File: src/rtl/mem_pkg.sv
// Shared definitions for the MEM stage: access-size encodings, FSM states
// and the alignment check used by both the FSM and the lane logic.
package mem_pkg;

   localparam logic [2:0] SEL_W  = 3'b000;
   localparam logic [2:0] SEL_HS = 3'b001;
   localparam logic [2:0] SEL_HU = 3'b010;
   localparam logic [2:0] SEL_BS = 3'b011;
   localparam logic [2:0] SEL_BU = 3'b100;

   typedef enum logic [1:0] {
      ST_IDLE = 2'd0,
      ST_BUSY = 2'd1,
      ST_DONE = 2'd2
   } mem_state_e;

   function automatic logic is_half(input logic [2:0] sel);
      return (sel == SEL_HS) || (sel == SEL_HU);
   endfunction

   function automatic logic is_byte(input logic [2:0] sel);
      return (sel == SEL_BS) || (sel == SEL_BU);
   endfunction

   // Codes 101-111 fall through to word, so they need word alignment.
   function automatic logic is_misaligned(input logic [2:0] sel,
                                          input logic [1:0] lo);
      if (is_byte(sel)) return 1'b0;
      if (is_half(sel)) return lo[0];
      return lo != 2'b00;
   endfunction

endpackage

File: src/rtl/mem_lane_align.sv
// Combinational lane logic: store byte-enables / lane replication and
// load lane extraction with sign or zero extension.
module mem_lane_align
   import mem_pkg::*;
(
   input  logic [2:0]  st_sel_i,
   input  logic [1:0]  st_lo_i,
   input  logic [31:0] st_data_i,
   output logic [3:0]  st_be_o,
   output logic [31:0] st_data_o,
   input  logic [2:0]  ld_sel_i,
   input  logic [1:0]  ld_lo_i,
   input  logic [31:0] ld_data_i,
   output logic [31:0] ld_data_o
);

   logic [31:0] ld_sh;

   always_comb begin
      st_be_o   = 4'b1111;
      st_data_o = st_data_i;
      unique case (1'b1)
         is_byte(st_sel_i): begin
            st_be_o   = 4'b0001 << st_lo_i;
            st_data_o = {4{st_data_i[7:0]}};
         end
         is_half(st_sel_i): begin
            st_be_o   = 4'b0011 << st_lo_i;
            st_data_o = {2{st_data_i[15:0]}};
         end
         default: ;
      endcase
   end

   // Move the addressed lane down to bit 0 before extending.
   assign ld_sh = ld_data_i >> {ld_lo_i, 3'b000};

   always_comb begin
      ld_data_o = ld_data_i;
      unique case (ld_sel_i)
         SEL_HS:  ld_data_o = {{16{ld_sh[15]}}, ld_sh[15:0]};
         SEL_HU:  ld_data_o = {16'h0, ld_sh[15:0]};
         SEL_BS:  ld_data_o = {{24{ld_sh[7]}}, ld_sh[7:0]};
         SEL_BU:  ld_data_o = {24'h0, ld_sh[7:0]};
         default: ld_data_o = ld_data_i;
      endcase
   end

endmodule

File: src/rtl/mem_access_stage.sv
// MEM stage: turns load/store fields into a req/ack data-memory transaction,
// aligns load data, flags misaligned accesses and stalls while outstanding.
module mem_access_stage
   import mem_pkg::*;
#(
   parameter int ADDR_W = 32,
   parameter int DATA_W = 32
) (
   input  logic              clk,
   input  logic              rset,
   input  logic              mem_read,
   input  logic              mem_write,
   input  logic [2:0]        sel,
   input  logic [ADDR_W-1:0] addr,
   input  logic [DATA_W-1:0] wdata,
   output logic              dm_req,
   output logic              dm_we,
   output logic [ADDR_W-1:0] dm_addr,
   output logic [3:0]        dm_be,
   output logic [DATA_W-1:0] dm_wdata,
   input  logic              dm_ack,
   input  logic [DATA_W-1:0] dm_rdata,
   output logic [DATA_W-1:0] value_Data,
   output logic              mem_busy,
   output logic              addr_err_load,
   output logic              addr_err_store
);

   mem_state_e        state_q, state_d;
   logic              req_q, req_d;
   logic              we_q, we_d;
   logic [ADDR_W-1:0] addr_q, addr_d;
   logic [3:0]        be_q, be_d;
   logic [DATA_W-1:0] wdata_q, wdata_d;
   logic [2:0]        sel_q, sel_d;
   logic [1:0]        lo_q, lo_d;
   logic [DATA_W-1:0] value_q, value_d;

   logic              mis;
   logic              access;
   logic [3:0]        be_n;
   logic [DATA_W-1:0] wd_n;
   logic [DATA_W-1:0] ld_n;

   assign mis    = is_misaligned(sel, addr[1:0]);
   assign access = (mem_read | mem_write) & ~mis;

   mem_lane_align u_align (
      .st_sel_i  (sel),
      .st_lo_i   (addr[1:0]),
      .st_data_i (wdata),
      .st_be_o   (be_n),
      .st_data_o (wd_n),
      .ld_sel_i  (sel_q),
      .ld_lo_i   (lo_q),
      .ld_data_i (dm_rdata),
      .ld_data_o (ld_n)
   );

   always_comb begin
      state_d = state_q;
      req_d   = req_q;
      we_d    = we_q;
      addr_d  = addr_q;
      be_d    = be_q;
      wdata_d = wdata_q;
      sel_d   = sel_q;
      lo_d    = lo_q;
      value_d = value_q;
      unique case (state_q)
         ST_IDLE: begin
            req_d = 1'b0;
            if (access) begin
               req_d   = 1'b1;
               we_d    = mem_write;
               addr_d  = {addr[ADDR_W-1:2], 2'b00};
               be_d    = be_n;
               wdata_d = wd_n;
               sel_d   = sel;
               lo_d    = addr[1:0];
               state_d = ST_BUSY;
            end
         end
         ST_BUSY: begin
            if (dm_ack) begin
               req_d   = 1'b0;
               state_d = ST_DONE;
               if (!we_q) value_d = ld_n;
            end
         end
         ST_DONE: state_d = ST_IDLE;
         default: state_d = ST_IDLE;
      endcase
   end

   always_ff @(posedge clk or posedge rset) begin
      if (rset) begin
         state_q <= ST_IDLE;
         req_q   <= 1'b0;
         we_q    <= 1'b0;
         addr_q  <= '0;
         be_q    <= 4'b0000;
         wdata_q <= '0;
         sel_q   <= SEL_W;
         lo_q    <= 2'b00;
         value_q <= '0;
      end else begin
         state_q <= state_d;
         req_q   <= req_d;
         we_q    <= we_d;
         addr_q  <= addr_d;
         be_q    <= be_d;
         wdata_q <= wdata_d;
         sel_q   <= sel_d;
         lo_q    <= lo_d;
         value_q <= value_d;
      end
   end

   assign dm_req     = req_q;
   assign dm_we      = we_q;
   assign dm_addr    = addr_q;
   assign dm_be      = be_q;
   assign dm_wdata   = wdata_q;
   assign value_Data = value_q;

   assign mem_busy       = ((state_q == ST_IDLE) & access) |
                           (state_q == ST_BUSY);
   assign addr_err_load  = mem_read & mis;
   assign addr_err_store = mem_write & mis;

endmodule

File: config.mk
export PLATFORM = sky130hd
export DESIGN_NAME = mem_access_stage
export DESIGN_NICKNAME = d
export VERILOG_FILES = /design/src/rtl/mem_pkg.sv /design/src/rtl/mem_lane_align.sv /design/src/rtl/mem_access_stage.sv
export SDC_FILE = /design/constraint.sdc
export NUM_CORES = 1
export LEC_CHECK = 0
export ABC_AREA = 0
export ABC_CLOCK_PERIOD_IN_PS = 3570
export BUFFER_PORTS_ARGS = -buffer_cell sky130_fd_sc_hd__buf_2
export CORE_MARGIN = 3
export CORE_UTILIZATION = 45
export CTS_CLUSTER_DIAMETER = 80
export DETAILED_ROUTE_END_ITERATION = 8
export PLACE_DENSITY_LB_ADDON = 0.3
export RECOVER_POWER = 25
export SYNTH_ARGS = -nofsm -noshare
export SYNTH_HDL_FRONTEND = slang
export SYNTH_HIERARCHICAL = 1
export SYNTH_SLANG_ARGS = --single-unit
export TNS_END_PERCENT = 1
File: constraint.sdc
create_clock -name clk -period 3.57 [get_ports clk]
set_input_delay 0.1785 -clock clk [delete_from_list [all_inputs] [get_ports clk]]
set_output_delay 0.1785 -clock clk [all_outputs]
set_load 0.02 [all_outputs]
==> results of run 1 <==
-- per-stage QoR --
step | hold slack [ns] | power, mW
2_1_floorplan | 0.268 | 4.43
3_3_place_gp | 0.376 | 5.27
3_5_place_dp | 0.396 | 5.37
4_1_cts | 0.0132 | 6.45
5_1_grt | 0.0236 | 6.79
6_report | 0.0288 | 6.39
-- logic make-up (layout without fill, tap and decap cells) --
logic type / after synthesis / count (layout) / share of synthesized area, %
buffers and inverters: 61 / 243 / 6.07
AO/OA/AOI/OAI: 108 / 108 / 12.5
other: 1 / 2 / 0.0640
AND/OR/NAND/NOR: 87 / 87 / 7.12
multiplexers: 140 / 140 / 26.7
adder cells (fa/ha/maj): 8 / 8 / 1.37
flip-flops: 107 / 107 / 45.7
XOR/XNOR: 2 / 2 / 0.427
-- cells in the mapped netlist, types with 3 or more instances --
library cell	n	share of area [%]
a211oi_1	6	0.77
a21o_1	16	2.1
a21oi_1	18	1.5
a221o_1	4	0.68
a221oi_1	4	0.60
buf_2	14	1.2
buf_4	11	1.4
buf_6	9	1.7
clkbuf_1	10	0.64
dfrtp_1	107	46
inv_1	15	0.96
maj3_1	8	1.4
mux2_1	15	2.9
mux2_2	106	20
mux2i_1	18	3.1
nand2_1	26	1.7
nand2b_1	6	0.64
nand4_1	4	0.43
nor2_1	26	1.7
nor2_2	3	0.32
nor3_1	9	0.77
o211ai_1	8	1.0
o21ai_0	14	1.2
o21ai_1	17	1.5
o22ai_1	11	1.2
-- worst max-delay path by stage --
stage / slack (ns) / to
floorplan: 0.57 / dm_addr[10]$_DFFE_PP0P_
detailed placement: 0.75 / dm_wdata[10]$_DFFE_PP0P_
global placement: 0.85 / dm_wdata[15]$_DFFE_PP0P_
global route: 0.89 / value_Data[30]$_DFFE_PP0P_
finish: 1.06 / value_Data[0]$_DFFE_PP0P_
CTS: 1.10 / value_Data[0]$_DFFE_PP0P_
-- worst reg2reg max path: cells and delay by family (launching register included) --
| kind | cells | cell delay, ns |
|---|---|---|
| and+or+nand+nor | 3 | 1.25 |
| DFF | 1 | 0.55 |
| AOI/OAI and AO/OA | 1 | 0.34 |
| muxes | 1 | 0.26 |
-- area by class of cell --
type	instances	area [µm²]	share of cell area (%)
Multi-Input combinational cell	347	2840	39.5
Sequential cell	107	2680	37.3
Timing Repair Buffer	211	1070	14.9
Clock buffer	9	225	3.14
Tap cell	172	215	3.00
Clock inverter	6	88.8	1.24
Inverter	17	63.8	0.889
-- sequential cells by signal (all words and copies together) (netlist names) --
register,cells
dm_wdata,32
dm_be,4
lo_q,2
value_Data,32
sel_q,3
dm_we,1
state_q,2
dm_req,1
dm_addr,30
-- layer usage --
metal	up-vias	global-route usage [%]	routed length, µm
met5	-	0	0
met4	0	6.66	240
met3	19	5.70	1060
met2	197	34.0	7460
met1	2301	25.8	5990
li1	2207	-	-
-- power breakdown --
part           total (mW)  switching (mW)  internal (mW)  leakage [nW]
sequential           2.22           0.414           1.81          1.27
combinational        3.11            1.78           1.33          1.99
clock                1.06           0.448          0.612         0.148
-- cell usage in the layout (no fill, tap or decap), types with 8 or more instances in the layout --
| cell type | netlist | final |
|---|---|---|
| a21o_1 | 16 | 16 |
| a21oi_1 | 18 | 18 |
| buf_2 | 14 | 206 |
| clkbuf_16 | 0 | 9 |
| dfrtp_1 | 107 | 107 |
| inv_1 | 15 | 14 |
| maj3_1 | 8 | 8 |
| mux2_1 | 15 | 15 |
| mux2_2 | 106 | 106 |
| mux2i_1 | 18 | 18 |
| nand2_1 | 26 | 26 |
| nor2_1 | 26 | 26 |
| nor3_1 | 9 | 8 |
| o211ai_1 | 8 | 8 |
| o21ai_0 | 14 | 14 |
| o21ai_1 | 17 | 17 |
| o22ai_1 | 11 | 11 |
==> impl_metrics.py, run 1 <==
metrics = {
    "setup_path": {
        "critPathCaptureType": "flop",
        "cp_top_family": "simple AND/OR/NAND/NOR gates",
        "rrSetupSlack_ns": 1.06,
        "critPathKind": "reg -> reg",
        "cp_max_fo": 24,
        "cp_num_buf_inv": 0,
        "reg2reg_to": "value_Data[0]$_DFFE_PP0P_",
        "crit_chain": "or3_1, nand2_2, nor2_2, a221o_1, mux2_2",
        "arrival_ns": 2.75,
        "start_kind": "flop",
        "timing.rr.start": "sel_q[2]$_DFFE_PP0P_",
        "path_depth": 5,
        "critPathRequiredTime_ns": 3.81,
        "crit_start": "sel_q[2]$_DFFE_PP0P_",
        "crit_slowest_cell": "or3_1",
        "cp_slowest_stage_delay_ns": 0.61,
        "reg2reg_depth": 5,
    },
    "route": {
        "drt_iter0_markers": 349,
        "drc": 0,
        "drt-vias-per-instance": 5.44,
        "ant_nets": 0,
        "routedWlPerCell_um": 17.0,
        "num_vias": 4724,
        "drt_first_pass_iters": 7,
        "drt-total-wl_um": 14800,
    },
    "min_path": {
        "hold_class": "in -> reg",
        "hold_path.startpoint": "dm_ack",
        "worstHoldEndpoint": "state_q[0]$_DFFE_PP0P_",
        "worstHoldPathCells": 2,
    },
    "die": {
        "ioPinCount": 209,
        "die-area_um2": 14400,
        "rows": 41,
        "die_w_um": 120,
        "dieHeight_um": 120,
        "core_um2": 12700,
        "initial_core_util_pct": 46.2,
    },
    "clock_network": {
        "cts_buffer_depth": 2,
        "hold_buffers": 0,
        "root_buffer": "clkbuf_16",
        "cts_tree": "yes",
        "cts_max_level": 3,
        "cts_sinks": 107,
        "cts.clk_slew.worst_paths_ns": 0.07,
        "post_cts_buffers": 0,
        "clkLatencyLatePin_ns": 0.35,
        "numCtsBuffers": 9,
        "ctsResizeCount": 0,
    },
    "logic_synthesis": {
        "ys_types": 48,
        "synth_seq_cells": 107,
        "syn_avg_cell_area_um2": 11.4,
        "ys.warnings.count": 6,
        "netlist_area_um2": 5860,
        "synth_edf_count": 0,
        "ys_seq_area_share_pct": 45.7,
        "async_flop_share_pct": 100,
        "syn_inst": 514,
        "synth_flop_cell": "dfrtp_1",
    },
    "final_layout": {
        "syn_to_final_growth_pct": 22.5,
        "nNetsFinal": 797,
        "final_util_pct": 56.6,
        "final_cells": 869,
        "fin_area_um2": 7180,
        "drive_gt1_share_pct": 50.2,
        "fill_cells": 1102,
        "antennaDiodeCount": 0,
    },
    "timing": {
        "tightest_slew_ns": 1.77,
        "final-setup-viol-count": 0,
        "slew_violations": 89,
        "finalCritPeriodShare_pct": 70.3,
        "tns_ns": 0,
        "clock_skew_ns": 0.00941,
        "fin_ws_ns": 1.06,
        "finalHoldViolCount": 0,
        "fmax_ghz": 0.398,
        "rsz0062_at_grt": "no",
        "post-route-min-period_ns": 2.51,
        "relSlewSlack_pct": -17.9,
    },
    "status": {
        "outcome": "complete, but fails checks",
        "violations": "capacitance limit, slew limit",
    },
    "global_routing": {
        "grt_pass1_wl_um": 23500,
        "track_usage_pct": 20.4,
        "grt_pass1_vias": 4596,
        "antenna_found_initial": 0,
        "grt.overflow.total": 0,
        "grt_max_degree": 89,
    },
    "place": {
        "place_inst": 854,
        "dp_hpwl_um": 10900,
        "io_buffers": 206,
        "detailedPlace.worstSlack_ns": 0.749,
        "placed_area_um2": 6860,
        "routabilityCongestion": 0.833,
    },
    "job": {
        "cap_violations": 1,
    },
    "pwr": {
        "p_leak_nw": 3.41,
        "peakVddDrop_mv": 0.492,
        "cellPowerDensity_nw_per_um2": 890,
    },
}
(Power assumes the default switching activity.)
==> run 2, diff against run 1 <==
ABC_AREA = 1   (was 0)
ABC_CLOCK_PERIOD_IN_PS = 2580   (was 3570)
clock period = 2.58 ns   (was 3.57 ns; I/O delays follow)
==> run 2 against run 1 <==
Compared with the run above:
- sequential power rose by 36%
- the run now ends clean
- worst hold slack got worse by 0.019 ns
- largest power group unchanged
- utilization rose by 1.4 points
- setup slack got worse by 0.34 ns
- cell count rose by 32%
- clock skew fell by 0.00058 ns
==> impl_metrics.py, run 2 <==
metrics = {
    "min_path": {
        "hold_class": "in -> reg",
        "hold_path.startpoint": "addr[27]",
        "worstHoldPathCells": 3,
        "worstHoldEndpoint": "dm_addr[27]$_DFFE_PP0P_",
    },
    "logic_synthesis": {
        "ys_types": 22,
        "yosysMostFrequentCell": "nand2_1",
        "synth_flop_cell": "dfrtp_1",
        "yosysTopAreaCellShare_pct": 45.8,
        "synth_area_leaders": "dfrtp_1, nand2_1, nand3_1",
        "syn_avg_cell_area_um2": 7.58,
        "syn_inst": 771,
        "synth_edf_count": 0,
        "ys_seq_area_share_pct": 45.8,
        "synth_seq_cells": 107,
        "yosys.area.top_type": "dfrtp_1",
        "netlist_area_um2": 5840,
        "ys.warnings.count": 6,
        "async_flop_share_pct": 100,
        "synth_common_cells": "nand2_1, nand3_1, dfrtp_1",
    },
    "clock_network": {
        "post_cts_buffers": 0,
        "cts_buffer_depth": 2,
        "root_buffer": "clkbuf_16",
        "cts_max_level": 3,
        "cts.clk_slew.worst_paths_ns": 0.07,
        "numCtsBuffers": 9,
        "clkLatencyLatePin_ns": 0.36,
        "cts_sinks": 107,
        "cts_tree": "yes",
    },
    "setup_path": {
        "arrival_ns": 2.10,
        "critPathCaptureType": "flop",
        "start_kind": "flop",
        "cp_slowest_stage_delay_ns": 0.52,
        "cp_common_cell": "nand3_1",
        "rrSetupSlack_ns": 0.72,
        "reg2reg_depth": 5,
        "timing.rr.start": "lo_q[1]$_DFFE_PP0P_",
        "critPathKind": "reg -> reg",
        "critPathRequiredTime_ns": 2.82,
        "cp_max_fo": 24,
        "crit_slowest_cell": "dfrtp_1",
        "crit_chain": "inv_6, nand3_1, nand3b_2, nand3_1, mux2_2",
        "reg2reg_to": "value_Data[17]$_DFFE_PP0P_",
    },
    "place": {
        "dp_hpwl_um": 11400,
        "routabilityCongestion": 0.928,
        "io_buffers": 206,
        "place_inst": 1106,
    },
    "global_routing": {
        "grt_max_degree": 73,
        "grt_pass1_wl_um": 27100,
        "grt.overflow.total": 0,
        "grt_pass1_vias": 5472,
        "track_usage_pct": 23.1,
        "antenna_found_initial": 1,
    },
    "timing": {
        "finalCritPeriodShare_pct": 72.2,
        "fmax_ghz": 0.537,
        "relSlewSlack_pct": 26.0,
        "slew_violations": 0,
        "finalHoldViolCount": 0,
        "rsz0062_at_grt": "no",
        "post-route-min-period_ns": 1.86,
        "final-setup-viol-count": 0,
        "tns_ns": 0,
        "tightest_slew_ns": 1.10,
        "clock_skew_ns": 0.00883,
    },
    "final_layout": {
        "layout_common_cells": "nand2_1, buf_2, nand3_1",
        "fill_cells": 1260,
        "drive_gt1_share_pct": 23.1,
        "syn_to_final_growth_pct": 25.8,
        "nNetsFinal": 1072,
        "final_util_pct": 58.0,
        "register_area_um2": 2680,
        "final_common_cell": "nand2_1",
        "antennaDiodeCount": 0,
        "final_cells": 1145,
        "multi_input_area_um2": 2620,
    },
    "pwr": {
        "netSwitchingPower_mw": 4.23,
        "p_clk_share_pct": 17.3,
        "cellPowerDensity_nw_per_um2": 1250,
        "p_leak_nw": 4.19,
        "power_mw": 9.19,
        "peakVddDrop_mv": 0.657,
        "switching_share_pct": 46.0,
        "seqPwrFrac_pct": 32.7,
        "pwr-share-comb_pct": 50.0,
        "p_int_mw": 4.96,
    },
    "route": {
        "wl_met3_um": 1340,
        "drt-total-wl_um": 16400,
        "drt_iter0_markers": 509,
        "num_vias": 5671,
        "drt-vias-per-instance": 4.95,
        "drc": 0,
        "ant_nets": 0,
        "routed.top_layer": "met5",
        "wl_met1_um": 7130,
        "routedWlPerCell_um": 14.3,
        "drt_first_pass_iters": 5,
        "routed-wl-met2_um": 7590,
    },
    "die": {
        "dieHeight_um": 120,
        "rows": 41,
        "die-area_um2": 14400,
        "core_um2": 12700,
        "die_w_um": 120,
        "initial_core_util_pct": 46.1,
        "ioPinCount": 209,
    },
    "status": {
        "outcome": "complete, no violations",
    },
    "job": {
        "cap_violations": 0,
    },
}
run 2: changes by cell type in the layout (fill, tap and decap cells not counted), sizes merged, moves of 40 or more:
cell    delta
nand2    +318
inv       +40
nand3    +134
buf       -53
mux2      -89
clkbuf    +58
run 2: cell families after synthesis:
logic type             count (synthesis)  synth area share (%)
buffers and inverters                112                  9.59
other                                  1                0.0642
and+or+nand+nor                      511                  37.4
muxes                                 32                  6.17
DFF                                  107                  45.8
AOI/OAI and AO/OA                      8                 0.942
run 2: stage by stage:
stage | setup slack [ns] | hold WS [ns] | instance area (µm²)
global route | 0.553 | 0.0122 | 7350
global placement | 0.768 | 0.210 | 6850
floorplan | 1.10 | 0.237 | 5850
detailed placement | 0.720 | 0.205 | 6850
CTS | 0.709 | 0.000232 | 7420
finish | 0.716 | 0.00949 | 7350
run 2: critical path, delay by kind of cell, from the launching register on:
kind                   cells  cell delay, ns
buffers and inverters      1            0.21
AND/OR/NAND/NOR            3            0.74
multiplexers               1            0.28
flip-flops                 1            0.52
run 2: worst max path at each step:
stage                                       from                    endpoint  slack, ns  depth (start not counted)
after floorplan           state_q[0]$_DFFE_PP0P_                    mem_busy       1.10                          5
after global placement       lo_q[1]$_DFFE_PP0P_   value_Data[9]$_DFFE_PP0P_       0.77                          5
after detailed placement     lo_q[1]$_DFFE_PP0P_  value_Data[17]$_DFFE_PP0P_       0.72                          5
after CTS                    lo_q[1]$_DFFE_PP0P_  value_Data[17]$_DFFE_PP0P_       0.71                          5
after global routing         lo_q[1]$_DFFE_PP0P_  value_Data[14]$_DFFE_PP0P_       0.55                          5
final                        lo_q[1]$_DFFE_PP0P_  value_Data[17]$_DFFE_PP0P_       0.72                          5
run 2: cell type report:
type	instances	area share, %
Multi-Input combinational cell	553	35.6
Sequential cell	107	36.4
Tap cell	172	2.93
Clock buffer	10	3.11
Timing Repair Buffer	238	17.3
Inverter	59	3.13
Clock inverter	6	1.55
run 2: power groups by stage:
stage | combinational [mW] | clock (mW) | sequential, mW
6_report | 4.59 | 1.59 | 3.01
5_1_grt | 5.11 | 1.70 | 3.13
4_1_cts | 4.75 | 1.62 | 3.00
3_5_place_dp | 4.72 | 0 | 3.00
3_3_place_gp | 4.64 | 0 | 2.99
2_1_floorplan | 2.49 | 0 | 3.91
run 2: layer usage:
metal | vias to the layer above | global-route usage [%]
met5 | - | 0
met4 | 2 | 7.95
met3 | 25 | 5.61
met2 | 226 | 36.8
met1 | 2612 | 31.0
li1 | 2806 | -
run 2: timing repair:
action	4_1_cts	5_1_grt
hold buffers	23	0
resized for setup	0	0
hold endpoints to repair	43	0
endpoints found under the setup margin	0	0
==> run 3, diff against run 2 <==
ABC_CLOCK_PERIOD_IN_PS = 1650   (was 2580)
clock period = 1.65 ns   (was 2.58 ns; I/O delays follow)
==> run 3 against run 2 <==
Compared with the run above:
- wire length is 5.2% higher
- first-iteration DRC count decreased by 8.6%
- non-clock buffer count rose by 29
- clock skew shrank 0.0032 ns
- die area stayed put
- sequential power increased by 56%
- clock-buffer cell count unchanged
- utilization rose by 3.1 points
- fmax rose by 16%
- design area is 5.4% higher
- global-route usage is 0.40 points higher
- critical path type unchanged
- critical endpoint is now dm_addr[5]$_DFFE_PP0P_
==> impl_metrics.py, run 3 (synthesis gave the netlist of run 2 again) <==
metrics = {
    "status": {
        "outcome": "complete, no violations",
    },
    "timing": {
        "final-setup-viol-count": 0,
        "fmax_ghz": 0.625,
        "finalHoldViolCount": 0,
        "post-route-min-period_ns": 1.60,
        "finalCritPeriodShare_pct": 97.0,
        "clock_skew_ns": 0.00566,
        "tightest_slew_ns": 0.852,
        "relSlewSlack_pct": 42.9,
        "tns_ns": 0,
        "slew_violations": 0,
        "worst_hold_slack_ns": 0.0170,
        "fin_ws_ns": 0.0500,
    },
    "clock_network": {
        "cts_max_level": 3,
        "root_buffer": "clkbuf_16",
        "cts_buffer_depth": 2,
        "cts_tree": "yes",
        "cts.clk_slew.worst_paths_ns": 0.07,
        "cts_sinks": 107,
        "clkLatencyLatePin_ns": 0.35,
        "numCtsBuffers": 9,
    },
    "place": {
        "io_buffers": 206,
        "detailedPlace.worstSlack_ns": 0.0882,
        "routabilityCongestion": 0.964,
        "place_inst": 1114,
        "dp_hpwl_um": 11800,
    },
    "final_layout": {
        "layout_common_cells": "nand2_1, buf_2, nand3_1",
        "syn_to_final_growth_pct": 32.5,
        "multi_input_area_um2": 2640,
        "drive_gt1_share_pct": 26.6,
        "register_area_um2": 2680,
        "final_cells": 1174,
        "final_common_cell": "nand2_1",
        "fill_cells": 1194,
        "antennaDiodeCount": 0,
        "nNetsFinal": 1101,
    },
    "die": {
        "die-area_um2": 14400,
        "ioPinCount": 209,
        "core_um2": 12700,
        "dieHeight_um": 120,
        "rows": 41,
        "initial_core_util_pct": 46.1,
        "die_w_um": 120,
    },
    "route": {
        "drt-vias-per-instance": 4.98,
        "drt_iter0_markers": 465,
        "drt_first_pass_iters": 5,
        "num_vias": 5849,
        "drc": 0,
        "drt-total-wl_um": 17200,
        "routedWlPerCell_um": 14.7,
        "ant_nets": 0,
    },
    "setup_path": {
        "critPathRequiredTime_ns": 1.89,
        "critPathCaptureType": "flop",
        "cp_top_family": "buffers and inverters",
        "cp_max_fo": 13,
        "start_kind": "flop",
        "arrival_ns": 1.84,
        "cp_num_buf_inv": 3,
        "path_depth": 7,
        "cp_slowest_stage_delay_ns": 0.42,
        "critPathKind": "reg -> reg",
        "reg2reg_depth": 7,
        "crit_slowest_cell": "dfrtp_1",
        "crit_chain": "a211oi_4, nand2_2, buf_4, buf_4, bufbuf_16, nand2_2, nand2_1",
    },
    "global_routing": {
        "grt_pass1_wl_um": 27300,
        "track_usage_pct": 23.5,
        "grt_util_met2_pct": 39.8,
        "grt.busiest_layer": "met2",
        "grt.overflow.total": 0,
        "grt_pass1_vias": 5584,
        "antenna_found_initial": 0,
        "met1_usage_pct": 29.7,
        "grt_max_degree": 73,
        "grt_use_met3_pct": 5.33,
    },
    "pwr": {
        "p_leak_nw": 4.47,
        "power_mw": 14.8,
        "cellPowerDensity_nw_per_um2": 1920,
        "peakVddDrop_mv": 0.981,
    },
    "min_path": {
        "hold_class": "in -> reg",
        "worstHoldPathCells": 3,
    },
    "job": {
        "cap_violations": 0,
    },
}
run 3: cell count changes in the layout (fill, tap and decap cells not counted), moves of 2 or more:
cell,change
clkinv_2,+2
buf_4,+6
buf_2,+23
dlygate4sd3_1,+12
bufinv_16,-2
clkbuf_1,-24
buf_12,+7
run 3: per-layer routing:
metal / vias up / routed length (µm)
li1: 2864 / -
met1: 2691 / 7090
met2: 270 / 8470
met3: 24 / 1380
met4: 0 / 309
met5: - / 0
run 3: path summary, 6_finish.rpt:
kind	startpoint	slack (ns)	endpoint
worst max-delay path	state_q[1]$_DFFE_PP0P_	0.05	dm_addr[5]$_DFFE_PP0P_
worst min-delay path	wdata[6]	0.02	dm_wdata[6]$_DFFE_PP0P_
worst max register to register	state_q[1]$_DFFE_PP0P_	0.05	dm_addr[5]$_DFFE_PP0P_
worst min register to register	dm_wdata[3]$_DFFE_PP0P_	0.47	dm_wdata[3]$_DFFE_PP0P_
max in group asynchronous	rset	0.33	value_Data[4]$_DFFE_PP0P_
min in group asynchronous	rset	0.38	dm_wdata[20]$_DFFE_PP0P_
run 3: final cells by class:
type                            count  area share, %
Inverter                           59           2.97
Multi-Input combinational cell    553           34.0
Tap cell                          172           2.78
Clock buffer                       10           2.96
Sequential cell                   107           34.6
Timing Repair Buffer              267           21.8
Clock inverter                      6          0.840
run 3: through the flow:
stage / utilization [%] / area [µm²]
after floorplan: - / 5850
after global placement: 55.3 / 7010
after detailed placement: 55.3 / 7010
after CTS: 61.3 / 7760
after global routing: 61.1 / 7740
final: 61.1 / 7740
run 3: timing repair:
action,CTS,global route
gates resized for setup,3,5
hold buffers,36,0
cloned,2,0
endpoints found under the hold margin,51,0
setup buffers,4,2
endpoints found under the setup margin,1,59
pin swaps,2,3
run 3: power by group:
group	switching [mW]	total (mW)	internal (mW)
registers	0.781	4.69	3.91
clock network	0.983	2.16	1.18
logic	5.04	7.97	2.94
run 3: tightest hold or removal path, cell delays in order:
cell and delay, ns:
buf_2 0.13, nand3_1 0.08, nand2_1 0.05
